`src/rtl/exu_div_sched.sv`:
```
// exu_div_sched
// Scheduler for the shared multi-cycle divider in the execute unit. Divide
// requests from issue enter a small in-order circular queue. They run one at a
// time on the single divider, and each result waits in a one-entry buffer until
// the register-file write port has no ALU traffic.
//
// Ports:
//   clk, rst                   clock, asynchronous active-high reset
//   req_valid_i/req_ready_o    request handshake from issue
//   req_op_i, req_dividend_i,
//   req_divisor_i, req_waddr_i request payload
//   flush_i                    interrupt flush: drop queued and in-flight work
//   div_start_o                divider start, held high for the whole operation
//   div_dividend_o, div_divisor_o, div_op_o, div_reg_waddr_o
//                              head-entry operands presented to the divider
//   div_ready_i, div_result_i  divider completion and result
//   alu_wb_i                   ALU/AGU/CSR owns the write port this cycle
//   wb_valid_o, wb_data_o, wb_waddr_o
//                              divide writeback to the register file
//   raw_chk_addr_i/raw_hit_o   pending-destination hazard check for issue
//   busy_o                     any queued, in-flight or buffered work
module exu_div_sched #(
  parameter int DEPTH = 2,
  parameter int DW    = 32,
  parameter int AW    = 5
) (
  input  logic          clk,
  input  logic          rst,
  input  logic          req_valid_i,
  output logic          req_ready_o,
  input  logic [2:0]    req_op_i,
  input  logic [DW-1:0] req_dividend_i,
  input  logic [DW-1:0] req_divisor_i,
  input  logic [AW-1:0] req_waddr_i,
  input  logic          flush_i,
  output logic          div_start_o,
  output logic [DW-1:0] div_dividend_o,
  output logic [DW-1:0] div_divisor_o,
  output logic [2:0]    div_op_o,
  output logic [AW-1:0] div_reg_waddr_o,
  input  logic          div_ready_i,
  input  logic [DW-1:0] div_result_i,
  input  logic          alu_wb_i,
  output logic          wb_valid_o,
  output logic [DW-1:0] wb_data_o,
  output logic [AW-1:0] wb_waddr_o,
  input  logic [AW-1:0] raw_chk_addr_i,
  output logic          raw_hit_o,
  output logic          busy_o
);

  localparam int PW = (DEPTH > 1) ? $clog2(DEPTH) : 1;
  localparam int CW = $clog2(DEPTH + 1);
  localparam logic [CW-1:0] FULL_CNT = CW'(DEPTH);

  localparam logic [1:0] ST_IDLE = 2'd0;
  localparam logic [1:0] ST_RUN  = 2'd1;
  localparam logic [1:0] ST_WB   = 2'd2;

  // Queue storage. Slots are never reset. Validity comes only from the
  // pointers and the count.
  logic [2:0]    op_mem       [DEPTH];
  logic [DW-1:0] dividend_mem [DEPTH];
  logic [DW-1:0] divisor_mem  [DEPTH];
  logic [AW-1:0] waddr_mem    [DEPTH];

  logic [PW-1:0] wr_ptr_q, wr_ptr_d;
  logic [PW-1:0] rd_ptr_q, rd_ptr_d;
  logic [CW-1:0] count_q, count_d;
  logic [1:0]    state_q, state_d;
  logic [DW-1:0] buf_data_q, buf_data_d;
  logic [AW-1:0] buf_waddr_q, buf_waddr_d;

  logic full, empty, push, pop, in_run, in_wb, wb_fire;
  logic [DEPTH-1:0] entry_hit;

  assign full        = (count_q == FULL_CNT);
  assign empty       = (count_q == '0);
  // Readiness ignores a pop in the same cycle. A full queue refuses pushes
  // even while the head retires.
  assign req_ready_o = !full && !flush_i;
  assign push        = req_valid_i && req_ready_o;
  assign in_run      = (state_q == ST_RUN);
  assign in_wb       = (state_q == ST_WB);
  assign pop         = in_run && div_ready_i && !flush_i;
  // The buffer drains when the port is free. A result for x0 drains silently.
  assign wb_fire     = in_wb && !alu_wb_i;

  always_ff @(posedge clk) begin
    if (push) begin
      op_mem[wr_ptr_q]       <= req_op_i;
      dividend_mem[wr_ptr_q] <= req_dividend_i;
      divisor_mem[wr_ptr_q]  <= req_divisor_i;
      waddr_mem[wr_ptr_q]    <= req_waddr_i;
    end
  end

  always_comb begin
    wr_ptr_d = wr_ptr_q;
    rd_ptr_d = rd_ptr_q;
    count_d  = count_q;
    if (flush_i) begin
      wr_ptr_d = '0;
      rd_ptr_d = '0;
      count_d  = '0;
    end else begin
      if (push) wr_ptr_d = wr_ptr_q + 1'b1;
      if (pop)  rd_ptr_d = rd_ptr_q + 1'b1;
      case ({push, pop})
        2'b10:   count_d = count_q + 1'b1;
        2'b01:   count_d = count_q - 1'b1;
        default: count_d = count_q;
      endcase
    end
  end

  // count_d already includes this cycle's push. This lets IDLE launch one
  // cycle after the push, and lets WB chain straight into RUN.
  always_comb begin
    state_d     = state_q;
    buf_data_d  = buf_data_q;
    buf_waddr_d = buf_waddr_q;
    case (state_q)
      ST_IDLE: begin
        if (count_d != '0) state_d = ST_RUN;
      end
      ST_RUN: begin
        if (flush_i) begin
          state_d = ST_IDLE;
        end else if (div_ready_i) begin
          state_d     = ST_WB;
          buf_data_d  = div_result_i;
          buf_waddr_d = waddr_mem[rd_ptr_q];
        end
      end
      ST_WB: begin
        if (wb_fire) state_d = (count_d != '0) ? ST_RUN : ST_IDLE;
      end
      default: state_d = ST_IDLE;
    endcase
  end

  always_ff @(posedge clk or posedge rst) begin
    if (rst) begin
      wr_ptr_q    <= '0;
      rd_ptr_q    <= '0;
      count_q     <= '0;
      state_q     <= ST_IDLE;
      buf_data_q  <= '0;
      buf_waddr_q <= '0;
    end else begin
      wr_ptr_q    <= wr_ptr_d;
      rd_ptr_q    <= rd_ptr_d;
      count_q     <= count_d;
      state_q     <= state_d;
      buf_data_q  <= buf_data_d;
      buf_waddr_q <= buf_waddr_d;
    end
  end

  // Flush removes start in the same cycle, so the divider can abandon the
  // operation at once.
  assign div_start_o     = in_run && !flush_i;
  assign div_dividend_o  = in_run ? dividend_mem[rd_ptr_q] : '0;
  assign div_divisor_o   = in_run ? divisor_mem[rd_ptr_q]  : '0;
  assign div_op_o        = in_run ? op_mem[rd_ptr_q]       : 3'd0;
  assign div_reg_waddr_o = in_run ? waddr_mem[rd_ptr_q]    : '0;

  assign wb_valid_o = wb_fire && (buf_waddr_q != '0);
  assign wb_data_o  = buf_data_q;
  assign wb_waddr_o = buf_waddr_q;

  // A slot is live when its distance from the head is below the count.
  // The RUN head is still a live queue entry, so it is covered here.
  for (genvar gi = 0; gi < DEPTH; gi++) begin : g_hit
    logic [PW-1:0] offs;
    assign offs          = PW'(gi) - rd_ptr_q;
    assign entry_hit[gi] = (CW'(offs) < count_q) && (waddr_mem[gi] == raw_chk_addr_i);
  end

  assign raw_hit_o = (raw_chk_addr_i != '0) &&
                     ((|entry_hit) || (in_wb && (buf_waddr_q == raw_chk_addr_i)));

  assign busy_o = !empty || (state_q != ST_IDLE);

endmodule
```
`config.mk`:
```
export PLATFORM = sky130hd
export DESIGN_NAME = exu_div_sched
export DESIGN_NICKNAME = d
export VERILOG_FILES = /design/src/rtl/exu_div_sched.sv
export SDC_FILE = /design/constraint.sdc
export NUM_CORES = 1
export LEC_CHECK = 0
export ABC_AREA = 1
export BUFFER_PORTS_ARGS = -buffer_cell sky130_fd_sc_hd__buf_2
export CELL_PAD_IN_SITES_DETAIL_PLACEMENT = 1
export CELL_PAD_IN_SITES_GLOBAL_PLACEMENT = 2
export CORE_UTILIZATION = 32
export CTS_CLUSTER_SIZE = 16
export DETAILED_ROUTE_END_ITERATION = 12
export MAX_ROUTING_LAYER = met4
export PLACE_DENSITY_LB_ADDON = 0.1
export SETUP_SLACK_MARGIN = 0.15
export SYNTH_ARGS = -nofsm -noshare
export SYNTH_HDL_FRONTEND = slang
export SYNTH_SLANG_ARGS = --single-unit
```
`constraint.sdc`:
```
create_clock -name clk -period 5.3 [get_ports clk]
set_clock_uncertainty 0.05 [all_clocks]
set_input_delay 0.265 -clock clk [delete_from_list [all_inputs] [get_ports clk]]
set_output_delay 0.265 -clock clk [all_outputs]
set_load 0.005 [all_outputs]
```
# Yosys cells after proc, flatten, opt, wreduce, memory -nomap -nowiden
# Memory sizes are Yosys's and may differ from the RTL's.
# Cells that the tools add are included.
[word_totals]
regBits = 43
ram_bits = 144
inputBits = 115
wordCells = 76
mem_count = 4
[memory_table]
columns = ["name", "depth", "width", "rd", "rd_ports_with_merged_regs", "write_ports", "line", "source"]
rows = [
  ["dividend_mem", 2, 32, 1, 0, 1, "63", "logic [DW-1:0] dividend_mem [DEPTH];"],
  ["divisor_mem", 2, 32, 1, 0, 1, "64", "logic [DW-1:0] divisor_mem [DEPTH];"],
  ["waddr_mem", 2, 5, 3, 0, 1, "65", "logic [AW-1:0] waddr_mem [DEPTH];"],
  ["op_mem", 2, 3, 1, 0, 1, "62", "logic [2:0] op_mem [DEPTH];"],
]
[op_classes]
add_sub_neg = 6
order_cmp = 2
n_eq_ne = 11
n_mux = 18
bitwise_logic = 1
reduce_logical = 28
[ops]
columns = ["op", "n"]
rows = [
  ["$mux 32", 2],
  ["$eq 5x5->1", 3],
  ["$logic_and 1x1->1", 11],
  ["$mux 2", 5],
  ["$reduce_bool 5->1", 2],
  ["$reduce_bool 2->1", 4],
  ["$mux 1", 7],
  ["$eq 2x2->1 const B", 3],
  ["$pmux 2 s3", 1],
  ["$reduce_and 3->1", 2],
  ["$mux 5", 1],
  ["$eq 2x1->1 const B", 2],
  ["$logic_not 1->1", 4],
  ["$logic_not 2->1", 2],
  ["$lt 1x2->1", 2],
  ["$pmux 2 s2", 1],
  ["$mux 3", 1],
  ["$ne 3x3->1 const B", 1],
  ["$add 1x1->1 const B", 2],
  ["$add 2x1->2 const B", 1],
  ["$logic_or 1x1->1", 2],
  ["$ne 2x1->1 const B", 1],
  ["$ne 2x2->1 const B", 1],
  ["$reduce_or 2->1", 1],
  ["other kinds (3)", 4],
]

# Depth between registers and ports, before layout
# Gate-level depths: netlist of run 1.
[depth]
ltp_word = 11
ltp_mapped = 14

# Worst setup path after synthesis of run 1
# No wires, ideal clock.
[synth_timing]
kind = "register to register"
from = "reg count_q[0]"
to = "mem dividend_mem[0][0] (enable)"
arrival_time_ps = 3814
setup_slack_ps = 933
stages_incl_launch_ff = 5
path_buffers = 0
period_less_slack_ps = 4367
cell_sequence = "dfrtp_1 inv_1 a21oi_1 nand2_1 nor2_1"
[synth_between]
elab_chain_len = 6
[synth_lines]
columns = ["item", "line", "source"]
rows = [
  ["start: declaration", "69", "logic [CW-1:0] count_q, count_d;"],
  ["start signal: assignment", "154", "count_q <= count_d;"],
  ["$eq 2x2->1", "77", "assign full = (count_q == FULL_CNT);"],
  ["$logic_not 1->1", "81", "assign req_ready_o = !full && !flush_i;"],
  ["$logic_and 1x1->1", "81", ""],
  ["net req_ready_o", "30", "output logic req_ready_o,"],
  ["$logic_and 1x1->1", "82", "assign push = req_valid_i && req_ready_o;"],
  ["$mux 1", "90", "if (push) begin"],
  ["$mux 1 (implied by the code)", "92", "dividend_mem[wr_ptr_q] <= req_dividend_i;"],
  ["end: declaration", "63", ""],
]
# The timed path passes the listed nets, and every way through them passes these cells.

# Final worst setup path of run 1
[layout_timing]
from = "reg state_q[0]"
to = "reg state_q[0]"
[layout_between]
elab_chain_len = 10
elab_cells_between_ends = 18
classes_between = "eq/ne (7); mux (5); reduce/logical (6)"
[layout_lines]
columns = ["item", "line", "source"]
rows = [
  ["start: declaration", "70", "logic [1:0] state_q, state_d;"],
  ["start signal: assignment", "155", "state_q <= state_d;"],
  ["$eq 2x1->1", "83, 123", ""],
  ["$logic_and 1x1->1 (2 in a row)", "85", "assign pop = in_run && div_ready_i && !flush_i;"],
  ["$eq 2x1->1 or $eq 2x2->1 (tied branches)", "109", "case ({push, pop})"],
  ["$pmux 2 s2", "109", ""],
  ["$mux 2", "102", "if (flush_i) begin"],
  ["$reduce_bool 2->1", "125, 137", ""],
  ["$mux 1", "137", "if (wb_fire) state_d = (count_d != '0) ? ST_RUN : ST_IDLE;"],
  ["$mux 2", "137", ""],
  ["$pmux 2 s3", "123", "case (state_q)"],
]
# Several ways; a longest one is shown, not always the timed one. The select of a mux whose other input is x is not followed.
# A chain may end at the register's enable or synchronous reset.

==> results of run 1 <==
## kinds of logic (layout without fill, tap and decap cells)
logic type / count (synthesis) / after routing / synth area share
buffers and inverters: 63 / 401 / 0.03879
XOR/XNOR: 2 / 2 / 0.002361
AND/OR/NAND/NOR: 330 / 330 / 0.1717
AO/OA/AOI/OAI: 85 / 85 / 0.05767
flip-flops: 187 / 187 / 0.7278
adder cells (fa/ha/maj): 1 / 1 / 0.001686
## cells in the final DEF, fill, tap and decap left out, types with 2 or more instances in the layout
cell	n
nor2_1	18
dlygate4sd3_1	102
buf_2	228
inv_8	6
clkinv_4	4
edfxtp_1	144
o21ai_1	5
nand2_1	293
nor3_1	2
nand3_1	10
clkinv_8	2
a21oi_1	72
clkbuf_16	17
inv_1	29
nor2_4	3
o21ai_0	7
buf_4	7
dfrtp_1	42
## per-layer routing
layer / share of wire / track usage / routed length [um]
met2: 0.51 / 0.3268 / 10730
met5: 0 / - / 0
met3: 0.048 / 0.04315 / 997
met4: 0.010 / 0.05092 / 210
met1: 0.43 / 0.2130 / 8965
## tightest hold or removal path, cell delays in order
cell,delay (ns)
buf_2,0.08
nand2_1,0.05
nand2_1,0.05
## layout make-up
| class | count | area share |
|---|---|---|
| clock buffer | 18 | 0.04109 |
| clock inverter | 14 | 0.01653 |
| inverter | 32 | 0.01162 |
| multi-input combinational | 418 | 0.1675 |
| sequential | 187 | 0.5171 |
| tap | 285 | 0.03414 |
| timing repair buffer | 337 | 0.2120 |
## sequential cells by signal, summed over array words and instances (netlist names)
register / cells
count_q: 2
dividend_mem: 64
divisor_mem: 64
op_mem: 6
rd_ptr_q: 1
state_q: 2
waddr_mem: 10
wb_data_o: 32
wb_waddr_o: 5
wr_ptr_q: 1
## repair_timing
item | 4_1_cts | 5_1_grt
hold endpoints to repair | 216 | 0
endpoints found under the setup margin | 0 | 0
hold buffers | 102 | 0
## worst max-delay path by stage
| stage | start | end | slack (ns) | cells after the start |
|---|---|---|---|---|
| 6_report | state_q[0] | state_q[0] | 2.51 | 12 |
| 5_1_grt | state_q[1] | state_q[0] | 2.21 | 13 |
| 4_1_cts | state_q[0] | state_q[0] | 2.46 | 12 |
| 3_5_place_dp | state_q[0] | state_q[0] | 2.49 | 12 |
| 3_3_place_gp | state_q[0] | state_q[0] | 2.60 | 12 |
| 2_1_floorplan | count_q[0] | dividend_mem[0][0] | 0.93 | 4 |
## where the power goes
part | leakage (nW) | total, W | switching, W | internal, W
combinational | 2.59 | 0.00106 | 0.000628 | 0.000432
sequential | 1.86 | 0.00191 | 0.000119 | 0.00180
clock | 0.292 | 0.00128 | 0.000601 | 0.000678
total | 4.74 | 0.00425 | 0.00135 | 0.00291
## through the flow
stage | hold slack (ns) | cell area (um^2)
3_3_place_gp | 0.3886 | 8822
6_report | 0.009184 | 10450
5_1_grt | 0.008643 | 10450
3_5_place_dp | 0.4001 | 8822
4_1_cts | 0.0008273 | 10450
2_1_floorplan | 0.3139 | 7420
==> out/metrics.yaml, run 1 <==
logic_synthesis:
  avgSynthCellArea_um2: 11.11
  ys_warn_count: 0
  synthTopCellsByArea: "edfxtp_1 58%, nand2_1 15%, dfrtp_1 15%"
  synth_area_leader_cell: "edfxtp_1"
  synth_nets: 784
  synth_edf_count: 144
  synth-seq-cells: 187
  ys.flop_type: "edfxtp_1"
  synth.most_common_cell: "nand2_1"
  synth_seq_area_share: 0.7278
  yosysTopAreaCellShare: 0.5828
  syn_inst: 668
  syn_area_um2: 7420
  ys_top_cells_by_count: "294 x nand2_1, 144 x edfxtp_1, 72 x a21oi_1"
  ys_types: 24
  synthArstFlopShare: 0.2299
global_route:
  grt_antenna_before_repair: 0
  track_usage: 0.1861
  grt_first_pass_wirelength_um: 33050
  grt_overflow: 0
  grt_max_degree: 79
  grt_pass1_vias: 6337
setup_path:
  path_class: "reg -> reg"
  critPathTopFamily: "simple AND/OR/NAND/NOR gates"
  critPathLaunchType: "flop"
  cpMostUsedCell: "nand2_1"
  worst_ep_arrival_time_ns: 3.06
  r2r-end: "state_q[0]"
  cpMaxStageDelayCell: "clkinv_2"
  r2r_cells: 12
  cp_cell_sequence: "nand2_2, nor2_4, nand2_4, clkinv_2, ha_1, or2_2, nand3_1, nand2_1, nand3_1, nand2_1, nand2_1, nand2_1"
  max_stage_delay_ns: 0.55
  end_kind: "flop"
  worstPathMaxFanout: 44
  reg2reg_slack_ns: 2.51
  r2r_start: "state_q[0]"
  cp_num_buf_inv: 1
  required_ns: 5.57
route:
  drt-pass1-iter-count: 4
  antenna_left: 0
  via_count: 5876
  initialDrtViolationCount: 277
  drc: 0
  vias_per_cell: 4.552
  routed_wl_um: 20910
  wl_per_cell_um: 16.19
run:
  drv_cap: 0
final_layout:
  final_nets: 1109
  n_fill_cell: 2569
  fin_util: 0.4599
  drive_gt1_frac: 0.2734
  area_growth_syn_to_layout_pct: 40.78
  n_antenna_cell: 0
  multi_input_area_um2: 1749
  final_cells: 1291
  ff_latch_area_um2: 5401
floorplan:
  io_pins: 229
  row_count: 55
  dieHeight_um: 154.3
  fp.dieArea_um2: 23800
  start_util: 0.3267
  core-area_um2: 22710
  die_w_um: 154.3
timing:
  fin_ws_ns: 2.507
  slew_headroom: 0.3130
  fin_setup_tns_ns: 0
  fin_crit_ns: 2.794
  setup_violations: 0
  max_freq_ghz: 0.3580
  hold_viol: 0
  drv_slew: 0
  tightest_slew_ns: 1.030
  rsz0062_at_grt: "false"
  finalCritPeriodShare: 0.5271
cts:
  worstSkewPairLatency_ns: 0.43
  clkTransAtPathRegs_ns: 0.07
  root_buffer: "clkbuf_16"
  clock_sinks: 187
  tritoncts: "done"
  cts_buffer_depth: 2
  h-tree-depth: 4
  ctsResizeCount: 0
  cts_setup_buffers: 0
  cts_made_buffers: 17
hold_path:
  min-delay-start: "div_result_i[6]"
  hold_end: "wb_data_o[6]"
  holdPathStages: 3
  hp-class: "in -> reg"
placement:
  dpl.cell_count: 1157
  finalWeightedCongestion: 0.7873
  hpwl_um: 13180
  dpl_worst_slack_ns: 2.488
  portBuffers: 228
power_and_ir_drop:
  peakVddDrop_mv: 0.1861
  p_leak_nw: 4.740
  p_per_area_nw_per_um2: 407.2
  finalPower_w: 0.004253
run_status:
  status: "finished clean"
Power figures use the tool's default switching activity.
==> inputs of run 2 (changes only) <==
ABC_AREA = 0   (was 1)
CORE_UTILIZATION = 35   (was 32)
clock period = 2.6 ns   (was 5.3 ns; I/O delays follow)
==> out/metrics.yaml, run 2 <==
run_status:
  status: "finished clean"
route:
  wl_per_cell_um: 16.61
  vias_per_cell: 4.583
  routed_wl_um: 17970
  via_count: 4959
  drc: 0
  initialDrtViolationCount: 141
  antenna_left: 0
  drt-pass1-iter-count: 4
setup_path:
  worstPathMaxFanout: 20
  critPathLaunchType: "flop"
  cp_num_buf_inv: 1
  max_stage_delay_ns: 0.66
  end_kind: "primary output"
  cp_cell_sequence: "a21oi_1, or4_1, o22ai_1, o22a_1, buf_2"
  path_class: "reg -> out"
  cpMaxStageDelayCell: "dfrtp_4"
  required_ns: 2.42
  critPathTopFamily: "flip-flops"
  worst_ep_arrival_time_ns: 2.14
power_and_ir_drop:
  p_switching_w: 0.002192
  seq_power_share: 0.486
  swShare: 0.2749
  p_per_area_nw_per_um2: 760.4
  peakVddDrop_mv: 0.5040
  p_int_w: 0.005783
  combPwrFrac: 0.201
  power.share.clock: 0.314
  p_leak_nw: 4.206
logic_synthesis:
  synthTopCellsByArea: "edfxtp_1 59%, dfrtp_1 15%, mux2i_1 9.9%"
  syn_inst: 455
  synth-seq-cells: 187
  synth_edf_count: 144
  syn_area_um2: 7350
  yosysTopAreaCellShare: 0.5884
  avgSynthCellArea_um2: 16.15
  synth_nets: 571
  ys_types: 35
  synthArstFlopShare: 0.2299
  ys_top_cells_by_count: "144 x edfxtp_1, 82 x nor2_1, 73 x mux2i_1"
  synth_seq_area_share: 0.7348
  ys_warn_count: 0
  synth.most_common_cell: "edfxtp_1"
  ys.flop_type: "edfxtp_1"
  synth_area_leader_cell: "edfxtp_1"
floorplan:
  core-area_um2: 20430
  start_util: 0.3598
  fp.dieArea_um2: 21580
  io_pins: 229
  dieHeight_um: 146.9
  die_w_um: 146.9
  row_count: 52
global_route:
  track_usage: 0.1775
  grt_antenna_before_repair: 1
  grt_max_degree: 76
  grt_pass1_vias: 5655
  grt_first_pass_wirelength_um: 28590
  grt_overflow: 0
timing:
  rsz0062_at_grt: "false"
  setup_violations: 0
  tightest_slew_ns: 0.8957
  fin_crit_ns: 2.316
  fin_setup_tns_ns: 0
  finalCritPeriodShare: 0.8906
  hold_viol: 0
  slew_headroom: 0.4029
  max_freq_ghz: 0.4318
  drv_slew: 0
cts:
  h-tree-depth: 4
  worstSkewPairLatency_ns: 0.43
  clock_sinks: 187
  cts_made_buffers: 17
  clkTransAtPathRegs_ns: 0.06
  root_buffer: "clkbuf_16"
  tritoncts: "done"
  cts_buffer_depth: 2
placement:
  dpl_cell_area_um2: 8826
  portBuffers: 228
  hpwl_um: 11540
  finalWeightedCongestion: 0.7384
final_layout:
  ff_latch_area_um2: 5404
  stdcell_area_um2: 10490
  final_nets: 914
  layout_commonest_cell: "buf_2"
  multi_input_area_um2: 1819
  drive_gt1_frac: 0.3761
  final_cell_mix: "228 x buf_2, 144 x edfxtp_1, 108 x dlygate4sd3_1"
  area_growth_syn_to_layout_pct: 42.71
  n_fill_cell: 2069
run:
  drv_cap: 0
hold_path:
  hp-class: "in -> reg"
[run 2: cell count changes in the layout (fill, tap and decap cells not counted), sizes merged, moves of 10 or more]
cell and delta:
nand2 -293, a21oi -63, nor2 +61, mux2i +73, mux2 +32, nand3 -10, inv -22
[run 2: final timing paths]
kind                               start       endpoint  slack, ns  depth (start not counted)
max                             rd_ptr_q      raw_hit_o       0.28                          5
min                          req_valid_i       wr_ptr_q       0.07                          3
max reg2reg                   count_q[0]     state_q[0]       0.52                          8
min reg2reg                wb_data_o[11]  wb_data_o[11]       0.45                          1
max in group asynchronous            rst  wb_waddr_o[0]       1.59                          4
min in group asynchronous            rst  wb_data_o[22]       0.22                          3
[run 2: cell families (layout without fill, tap and decap cells)]
kind of cell | Yosys count | after routing | share of synthesized area
DFF | 187 | 187 | 0.7348
buffers and inverters | 26 | 382 | 0.01941
xor gates and xnor gates | 17 | 17 | 0.02026
and+or+nand+nor | 101 | 101 | 0.06095
muxes | 105 | 105 | 0.1484
AOI/OAI and AO/OA | 18 | 18 | 0.01447
adders and majority gates | 1 | 1 | 0.001702
other | 0 | 1 | 0
[run 2: area by class of cell]
class | instances | share of cell area
antenna | 1 | 0.0002386
clock buffer | 17 | 0.04056
clock inverter | 15 | 0.01396
inverter | 5 | 0.001789
multi-input combinational | 242 | 0.1734
sequential | 187 | 0.5152
tap | 270 | 0.03221
timing repair buffer | 345 | 0.2226
[run 2: repair_timing]
item,in CTS,in global routing
buffers inserted,0,0
endpoints found under the setup margin,0,5
gates resized for setup,0,2
endpoints found under the hold margin,192,0
hold buffers,108,0
[run 2: routing by layer]
metal | global-route usage | vias up | part of all wire
met5 | - | - | 0
met4 | 0.07010 | 0 | 0.019
met3 | 0.04161 | 22 | 0.057
met2 | 0.3073 | 163 | 0.50
met1 | 0.1975 | 2411 | 0.42
li1 | - | 2363 | -
[run 2: power groups by stage]
| stage | Sequential [W] | Clock (W) | Combinational [W] |
|---|---|---|---|
| floorplan | 0.00393 | 0 | 0.000746 |
| global placement | 0.00392 | 0 | 0.00146 |
| detailed placement | 0.00395 | 0 | 0.00149 |
| CTS | 0.00388 | 0.00258 | 0.00163 |
| global route | 0.00393 | 0.00266 | 0.00177 |
| finish | 0.00387 | 0.00250 | 0.00160 |
[run 2: worst reg2reg max path: cells and delay by family (launching register included)]
kind | cells | cell delay (ns)
buf+inv | 1 | 0.08
compound gates | 4 | 0.60
fa+ha+maj | 1 | 0.35
flops | 1 | 0.45
simple gates | 2 | 0.41
[run 2: stage by stage]
step	utilization	setup WS, ns	hold WS [ns]	std cells	total power, W
floorplan	-	0.2055	0.1782	455	0.004672
global placement	0.4320	0.6712	0.1161	941	0.005377
detailed placement	0.4320	0.5760	0.1335	941	0.005438
CTS	0.5129	0.1807	0.06079	1081	0.008088
global route	0.5134	0.1535	0.09129	1082	0.008366
finish	0.5134	0.2843	0.07109	1082	0.007976
